**src/rtl/bcd_down_timer.sv**
```systemverilog
`default_nettype none
// ============================================================================
//  Module   : bcd_down_timer
//  Purpose  : Loadable multi-digit BCD down-counter/timer with start/stop,
//             count-enable gating, optional auto-reload, terminal-count pulse
//             and rejected-load error pulse. All outputs are registered.
//  Revision : 1.0 - initial release
// ============================================================================
module bcd_down_timer #(
   parameter int DIGITS = 2                    // legal range 1..8
) (
   input  logic                  clk,
   input  logic                  rst,          // asynchronous, active-high
   input  logic                  load,
   input  logic [4*DIGITS-1:0]   load_val,
   input  logic                  start,
   input  logic                  stop,
   input  logic                  en,
   input  logic                  reload_en,
   output logic [4*DIGITS-1:0]   count,
   output logic                  busy,
   output logic                  zero,
   output logic                  tc,
   output logic                  err
);

   localparam int W = 4 * DIGITS;
   localparam logic [W-1:0] ONE = {{(W-1){1'b0}}, 1'b1};

   typedef enum logic [0:0] {
      S_IDLE = 1'b0,
      S_RUN  = 1'b1
   } state_t;

   state_t          state;
   logic [W-1:0]    rld;           // last accepted load value, used on reload
   logic [W-1:0]    dec_val;       // count minus one, BCD-correct
   logic [DIGITS-1:0] digit_ok;    // per-digit validity of load_val
   logic [DIGITS-1:0] borrow;      // borrow into each digit of the decrement
   logic            load_ok;
   logic            count_is_one;
   logic            count_is_zero;

   // Per-digit load validation and rippling BCD decrement.
   // Digit 0 always receives a borrow; a digit at 0 wraps to 9 and passes
   // the borrow upward, so the whole chain settles in one cycle.
   assign borrow[0] = 1'b1;

   generate
      for (genvar i = 0; i < DIGITS; i++) begin : g_digit
         logic [3:0] cur;
         assign cur          = count[4*i +: 4];
         assign digit_ok[i]  = (load_val[4*i +: 4] <= 4'd9);
         assign dec_val[4*i +: 4] = !borrow[i]      ? cur  :
                                    (cur == 4'd0)   ? 4'd9 :
                                                      cur - 4'd1;
         if (i < DIGITS - 1) begin : g_borrow
            assign borrow[i+1] = borrow[i] & (cur == 4'd0);
         end
      end
   endgenerate

   assign load_ok       = &digit_ok;
   assign count_is_one  = (count == ONE);
   assign count_is_zero = (count == '0);

   // Control FSM and datapath; priority is load, stop, start, decrement.
   // busy and zero are written alongside state and count so that every
   // output is a register and all of them agree on each edge.
   always_ff @(posedge clk or posedge rst) begin
      if (rst) begin
         state <= S_IDLE;
         count <= '0;
         rld   <= '0;
         busy  <= 1'b0;
         zero  <= 1'b1;
         tc    <= 1'b0;
         err   <= 1'b0;
      end else begin
         tc  <= 1'b0;
         err <= 1'b0;
         if (load && load_ok) begin
            // Accepted load overrides start/stop/decrement this cycle.
            count <= load_val;
            rld   <= load_val;
            zero  <= (load_val == '0);
            if ((state == S_RUN) && (load_val == '0)) begin
               state <= S_IDLE;
               busy  <= 1'b0;
            end
         end else begin
            // A rejected load only flags the error; the rest still applies.
            if (load) begin
               err <= 1'b1;
            end
            case (state)
               S_RUN: begin
                  if (stop) begin
                     state <= S_IDLE;
                     busy  <= 1'b0;
                  end else if (en && !count_is_zero) begin
                     if (count_is_one) begin
                        tc <= 1'b1;
                        if (reload_en) begin
                           count <= rld;
                           zero  <= (rld == '0);
                        end else begin
                           count <= '0;
                           zero  <= 1'b1;
                           state <= S_IDLE;
                           busy  <= 1'b0;
                        end
                     end else begin
                        count <= dec_val;
                        zero  <= 1'b0;
                     end
                  end
               end
               default: begin
                  if (start && !count_is_zero) begin
                     state <= S_RUN;
                     busy  <= 1'b1;
                  end
               end
            endcase
         end
      end
   end

endmodule
`default_nettype wire

```
**config.mk**
```make
export PLATFORM = sky130hd
export DESIGN_NAME = bcd_down_timer
export DESIGN_NICKNAME = d
export VERILOG_FILES = /design/src/rtl/bcd_down_timer.sv
export SDC_FILE = /design/constraint.sdc
export NUM_CORES = 1
export LEC_CHECK = 0
export BUFFER_PORTS_ARGS = -buffer_cell sky130_fd_sc_hd__buf_2
export CAP_MARGIN = 20
export CORE_MARGIN = 5
export CORE_UTILIZATION = 52
export DETAILED_ROUTE_END_ITERATION = 8
export GPL_ROUTABILITY_DRIVEN = 1
export PLACE_DENSITY_LB_ADDON = 0.2
export SLEW_MARGIN = 20
export SYNTH_ARGS = -nofsm -noshare
export SYNTH_HDL_FRONTEND = slang
export SYNTH_SLANG_ARGS = --single-unit
```
**constraint.sdc**
```tcl
create_clock -name clk -period 2.3 [get_ports clk]
set_clock_uncertainty 0.05 [all_clocks]
set_input_delay 0.345 -clock clk [delete_from_list [all_inputs] [get_ports clk]]
set_output_delay 0.345 -clock clk [all_outputs]
set_load 0.005 [all_outputs]
```
==> impl_results.md, run 1 <==
* Status: finished, final reports clean
* Logic pwr share at 0.345
* CTS resizes at 0
* Clk network pwr share at 0.158
* Yosys warns at 0
* Max Cap Viol at 0
* Pins Over Slew Limit at 0
* Syn nets at ~150
* Slowest cell on the critical path: dfrtp_1
* # clock sinks at 21
* CP arrival at between 2 and 2.5 ns
* CTS tree: built
* Routed WL at between 3 and 4 mm
* Fmax at 469 MHz
* Worst hold path class: in2async
* CTS Hold Bufs at 0
* Total Neg Setup Slack at 0 ns
* Global Route Usage Sum at 0.196
* Clk slew on worst S/H paths at around 0.12 ns
* Grt ovf at 0
* Cell mode on critical path: or3_4
* Sequential fraction of the synthesis area at 0.441
* Met1 WL at roughly 1.3 mm
* Largest net degree at the start of global routing at 22
* CP Buf/Inv Count at 0
* Pwr Total at roughly 0.0012 W
* Core box area at roughly 2200 sq um
* Net Sw Frac at 0.388
* Worst path top cell family by delay: simple AND/OR/NAND/NOR gates
* WL met3 at ~280 um
* Boundary pin count at 27
* Postcts setup bufs at 0
* Initial antenna violation count at 0
* Vias per Instance at just over 6
* CTS Buf Count at 3
* Initial DRC count at 52
* Fin. Hold Viols at 0
* Starting Density at 0.540
* Htree depth at 1
* Pwr dens at 838 nW/um^2
* Worst Path Max Fanout at 8
* Die H at a little under 60 um
* Num rows at 17
* Leakage at approximately 0.65 nW
* Final worst path period share at 0.927
* Die extent in x at 57.9 um
* CTS Root Cell: clkbuf_4
* DRC at 0
* Util after Layout at 0.630
* Post-DP HPWL at 2.30 mm
* Met2 Wirelength at approximately 1.4 mm
* Layout Cell Area excl Fill at approximately 1400 sq um
* GP Congestion at 0.851
* Pint at 0.000714 W
* Max incr delay on CP at 0.47 ns
* Clock buffer depth at 2
* Vias in the first global route at approximately 1100
* Post-synth EDFFs at 0
* CP Launch Type: flip-flop
* CP cell instances: or2_1, or3_4, or3_4, or3_1, a31oi_1
* Min Clock Period, post-route at approximately 2.1 ns
* Sw Pwr at around 0.00045 W
* Worst-Skew Late Latency at slightly above 0.3 ns
* Port Buf Inserts at 26
* Highest metal used: met4
* Finish-stage setup viols at 0
* Placed Area at about 1400 sq um
* P&R area growth vs syn at 16.5%
* Nets at about 180
* WL per Instance at roughly 15 um
* Count of cell types in the netlist at 39
* Part of the power in registers at 0.497
* Peak supply drop at slightly below 0.7 mV
* Mapped cell area at ~1200 sq um
* Pre-antenna DRT Iters at 4
* CP required at around 2.5 ns
* RSZ-0062 raised after global routing: no
* Die area at about 3400 sq um
* Crit end category: flip-flop
* Post-route antenna net violation count at 0
* Slew @ Worst Pin at around 0.79 ns
* Layout cells sized above 1 at 0.240
* Most used flip-flop cell after synthesis: dfrtp_1
* Asr flop ratio synth at 1.00
* Synthesized instance count at around 140
* Mapped Avg Cell Area at 8.60 sq um
* Routed via count at between 1000 and 1500
* Post-synthesis register bit count at 21
* Crit Path Class: reg2reg
* Worst relative slew slack at 0.470
* Ant diodes at 0
* First-pass GRT wire length at a little over 5 mm
metal layers:
metal | track usage | up-vias
met4 | 0.0762 | 0
met2 | 0.321 | 61
li1 | - | 562
met3 | 0.0290 | 8
met5 | 0 | -
met1 | 0.262 | 556
logic make-up after synthesis:
| group | share of synthesized area |
|---|---|
| compound gates | 0.192 |
| flops | 0.441 |
| simple gates | 0.321 |
| mux | 0.00838 |
| buf+inv | 0.0230 |
| xor+xnor | 0.0147 |
power groups by stage:
stage	Combinational (W)	Clock [W]	Sequential, W
final	0.000403	0.000184	0.000580
after detailed placement	0.000402	0	0.000587
after global routing	0.000451	0.000202	0.000599
after CTS	0.000404	0.000186	0.000578
after global placement	0.000386	0	0.000575
after floorplan	0.000270	0	0.000553
area by class of cell:
type / instances / area [sq um]
well taps: 28 / 35.0
fillers: 206 / 820
flip-flops and latches: 21 / 527
repair buffers: 30 / 160
inverters: 1 / 3.75
multi-input cells: 111 / 641
clock buffers: 4 / 26.3
synthesized netlist by cell type (3+ instances only):
library cell	instances	area (sq um)
nor3_1	3	15.0
nand2_1	32	120
nor2_1	8	30.0
nand3_1	5	25.0
a31oi_1	6	37.5
or4_1	3	22.5
a21oi_1	10	50.1
dfrtp_1	20	500
o211ai_1	3	22.5
o21ai_0	11	55.1
clkbuf_1	5	18.8
through the flow:
| stage | hold slack (ns) | std cells | worst slack (ns) |
|---|---|---|---|
| global placement | 0.438 | 191 | 0.268 |
| finish | 0.114 | 195 | 0.168 |
| detailed placement | 0.443 | 191 | 0.202 |
| global route | 0.180 | 195 | 0.104 |
| CTS | 0.137 | 195 | 0.180 |
| floorplan | 0.271 | 139 | 0.272 |
placed cells by master (no fill, tap or decap), types with 2 or more instances in the layout:
master and n:
nand2_1 32, buf_2 26, dfrtp_1 20, o21ai_0 11
a21oi_1 10, nor2_1 8, a31oi_1 6, nand3_1 5
buf_4 4, or4_1 3, o211ai_1 3, nor3_1 3
clkbuf_4 3, nor4b_1 2, nor3b_1 2, xor2_1 2
or3_4 2, nor4_1 2
path summary, 6_finish.rpt:
kind / startpoint / slack [ns] / depth (start not counted) / endpoint
min: rst / 0.11 / 2 / busy
min reg2reg: rld[3] / 0.47 / 2 / rld[3]
min in group clk: load_val[0] / 0.21 / 3 / rld[0]
max reg2reg: count[3] / 0.17 / 5 / count[5]
max in group asynchronous: rst / 1.60 / 2 / count[4]
max: count[3] / 0.17 / 5 / count[5]
flip-flops by register name (all words and copies together) (netlist names):
signal and flops:
state 1, tc 1, zero 1, rld 8, err 1, busy 1
count 8
No activity file was read; power rests on OpenSTA's default activity.
==> inputs of run 2 (changes only) <==
- CORE_ASPECT_RATIO: not set -> 1.1
==> run 2 against run 1 <==
Sequential cell count did not move. Non-clock buffer count did not move. Critical path depth did not move. Cell count rose by 1.0%. Via count fell by 4.0%. First-iteration DRC count fell by 1.9%. Sequential power rose by 0.9%. Wire length fell by 1.5%. Clock power fell by 2%. Clock-buffer cell count did not move. Largest cell class unchanged. Register-to-register slack barely moved. Total power fell by 0.41%.
==> impl_results.md, run 2 (synthesized netlist as in run 1, its figures left out) <==
* Worst hold path class: in2async
* Pwr dens at 833 nW/um^2 (-0.58%)
* Htree depth at 1 (unchanged)
* Num rows at 18 (+1)
* Max incr delay on CP at 0.47 ns (about the same)
* RSZ-0062 raised after global routing: no
* Final worst path period share at 0.925 (-0.00210)
* Port Buf Inserts at 26 (unchanged)
* Initial DRC count at 51 (-1.9%)
* Leakage at 0.645 nW (unchanged)
* Status: finished, final reports clean
* Die H at 60.3 um (+4.0%)
* WL per Instance at 15.1 um (-2.5%)
* Layout cells sized above 1 at 0.240 (unchanged)
* Post-DP HPWL at 2.24 mm (-2.9%)
* Global Route Usage Sum at 0.186 (-0.0103)
* GP Congestion at 0.870 (+2.3%)
* Clock buffer depth at 2 (unchanged)
* Vias per Instance at 5.78 (-5.0%)
* CP Launch Type: flip-flop
* Total Neg Setup Slack at 0 ns (unchanged)
* CTS Root Cell: clkbuf_4
* CP cell instances: or2_1, or3_4, or3_4, or3_1, a31oi_1
* Max Cap Viol at 0 (unchanged)
* Fin. Hold Viols at 0 (unchanged)
* Worst Slack Setup Final at 0.173 ns (+0.00482 ns)
* Min Clock Period, post-route at 2.13 ns (-0.00482 ns)
* Peak supply drop at 0.564 mV (-17%)
* Clk slew on worst S/H paths at 0.12 ns (about the same)
* Initial antenna violation count at 0 (unchanged)
* Post-route antenna net violation count at 0 (unchanged)
* Postcts setup bufs at 0 (unchanged)
* # clock sinks at 21 (unchanged)
* Core box area at 2230 sq um (+0.79%)
* Boundary pin count at 27 (unchanged)
* Worst path top cell family by delay: simple AND/OR/NAND/NOR gates
* CP Buf/Inv Count at 0 (unchanged)
* Fmax at 470 MHz (+0.23%)
* CTS Hold Bufs at 0 (unchanged)
* Crit end category: flip-flop
* Pre-antenna DRT Iters at 4 (unchanged)
* Routed WL at 2.97 mm (-1.5%)
* Biggest regs: count x8, rld x8
* Worst-Skew Late Latency at 0.30 ns (about the same)
* Worst relative slew slack at 0.471 (+0.00134)
* CTS Buf Count at 3 (unchanged)
* Largest net degree at the start of global routing at 22 (unchanged)
* Ant diodes at 0 (unchanged)
* CP arrival at 2.31 ns (about the same)
* Cell mode on critical path: or3_4
* Pre-CTS WS at 0.221 ns (+0.0192 ns)
* Slew @ Worst Pin at 0.792 ns (-0.00200 ns)
* Vias in the first global route at 1054 (-6.7%)
* Crit Path Class: reg2reg
* Register Area at 527 sq um (unchanged)
* CTS tree: built
* Commonest non-fill, non-tap cell in the layout: nand2_1
* DRC at 0 (unchanged)
* Footprint of the multi-input gates at 641 sq um (unchanged)
* Starting Density at 0.536 (-0.00424)
* Die area at 3360 sq um (about the same)
* Die extent in x at 55.7 um (-3.8%)
* Routed via count at 1139 (-4.0%)
* Fillers at 217 (+5.3%)
* Commonest non-fill, non-tap cells in the layout: 32 x nand2_1, 26 x buf_2, 20 x dfrtp_1, 11 x o21ai_0, 10 x a21oi_1
* CP required at 2.49 ns (about the same)
* First-pass GRT wire length at 4.86 mm (-5.2%)
* Pins Over Slew Limit at 0 (unchanged)
* Util after Layout at 0.626 (-0.00382)
* Slowest cell on the critical path: dfrtp_1
* Nets at 183 (unchanged)
* CTS resizes at 0 (unchanged)
* Worst Path Max Fanout at 8 (unchanged)
* Finish-stage setup viols at 0 (unchanged)
* P&R area growth vs syn at 16.8%
* Grt ovf at 0 (unchanged)
-- run 2: per-layer routing --
metal	vias to the layer above	part of all wire	GRT usage	routed length [um]
met5	-	0	0	0
li1	562	-	-	-
met4	0	0.0084	0.0729	25
met3	4	0.068	0.0324	203
met2	44	0.45	0.285	1350
met1	529	0.47	0.262	1390
-- run 2: metrics by stage --
| step | instances | total power (W) | instance area (sq um) | hold WS (ns) |
|---|---|---|---|---|
| after floorplan | 139 | 0.000824 | 1190 | 0.271 |
| after global placement | 193 | 0.000962 | 1370 | 0.440 |
| after detailed placement | 193 | 0.000986 | 1370 | 0.447 |
| after CTS | 197 | 0.00116 | 1400 | 0.151 |
| after global routing | 197 | 0.00126 | 1400 | 0.163 |
| final | 197 | 0.00116 | 1400 | 0.119 |
-- run 2: final cells by class --
class,instances,share of cell area
clock buffer,4,0.0188
multi-input combinational,111,0.459
inverter,1,0.00269
sequential,21,0.378
timing repair buffer,30,0.115
tap,30,0.0269
-- run 2: where the power goes --
group	internal (W)	switching, W	leakage [nW]
combinational	0.000190	0.000207	0.375
sequential	0.000456	0.000129	0.255
clock	0.0000677	0.000112	0.0150
-- run 2: worst register-to-register path, cell delays in order (launching register included) --
cell	delay, ns
dfrtp_1	0.47
or2_1	0.30
or3_4	0.39
or3_4	0.35
or3_1	0.34
a31oi_1	0.16
-- run 2: final timing paths --
check | depth (start not counted) | start | endpoint | slack (ns)
max | 5 | count[3] | count[5] | 0.17
min | 2 | rst | rld[6] | 0.12
max reg2reg | 5 | count[3] | count[5] | 0.17
min reg2reg | 2 | rld[6] | rld[6] | 0.47
max in group asynchronous | 2 | rst | count[7] | 1.59
min in group clk | 3 | load_val[0] | rld[0] | 0.21
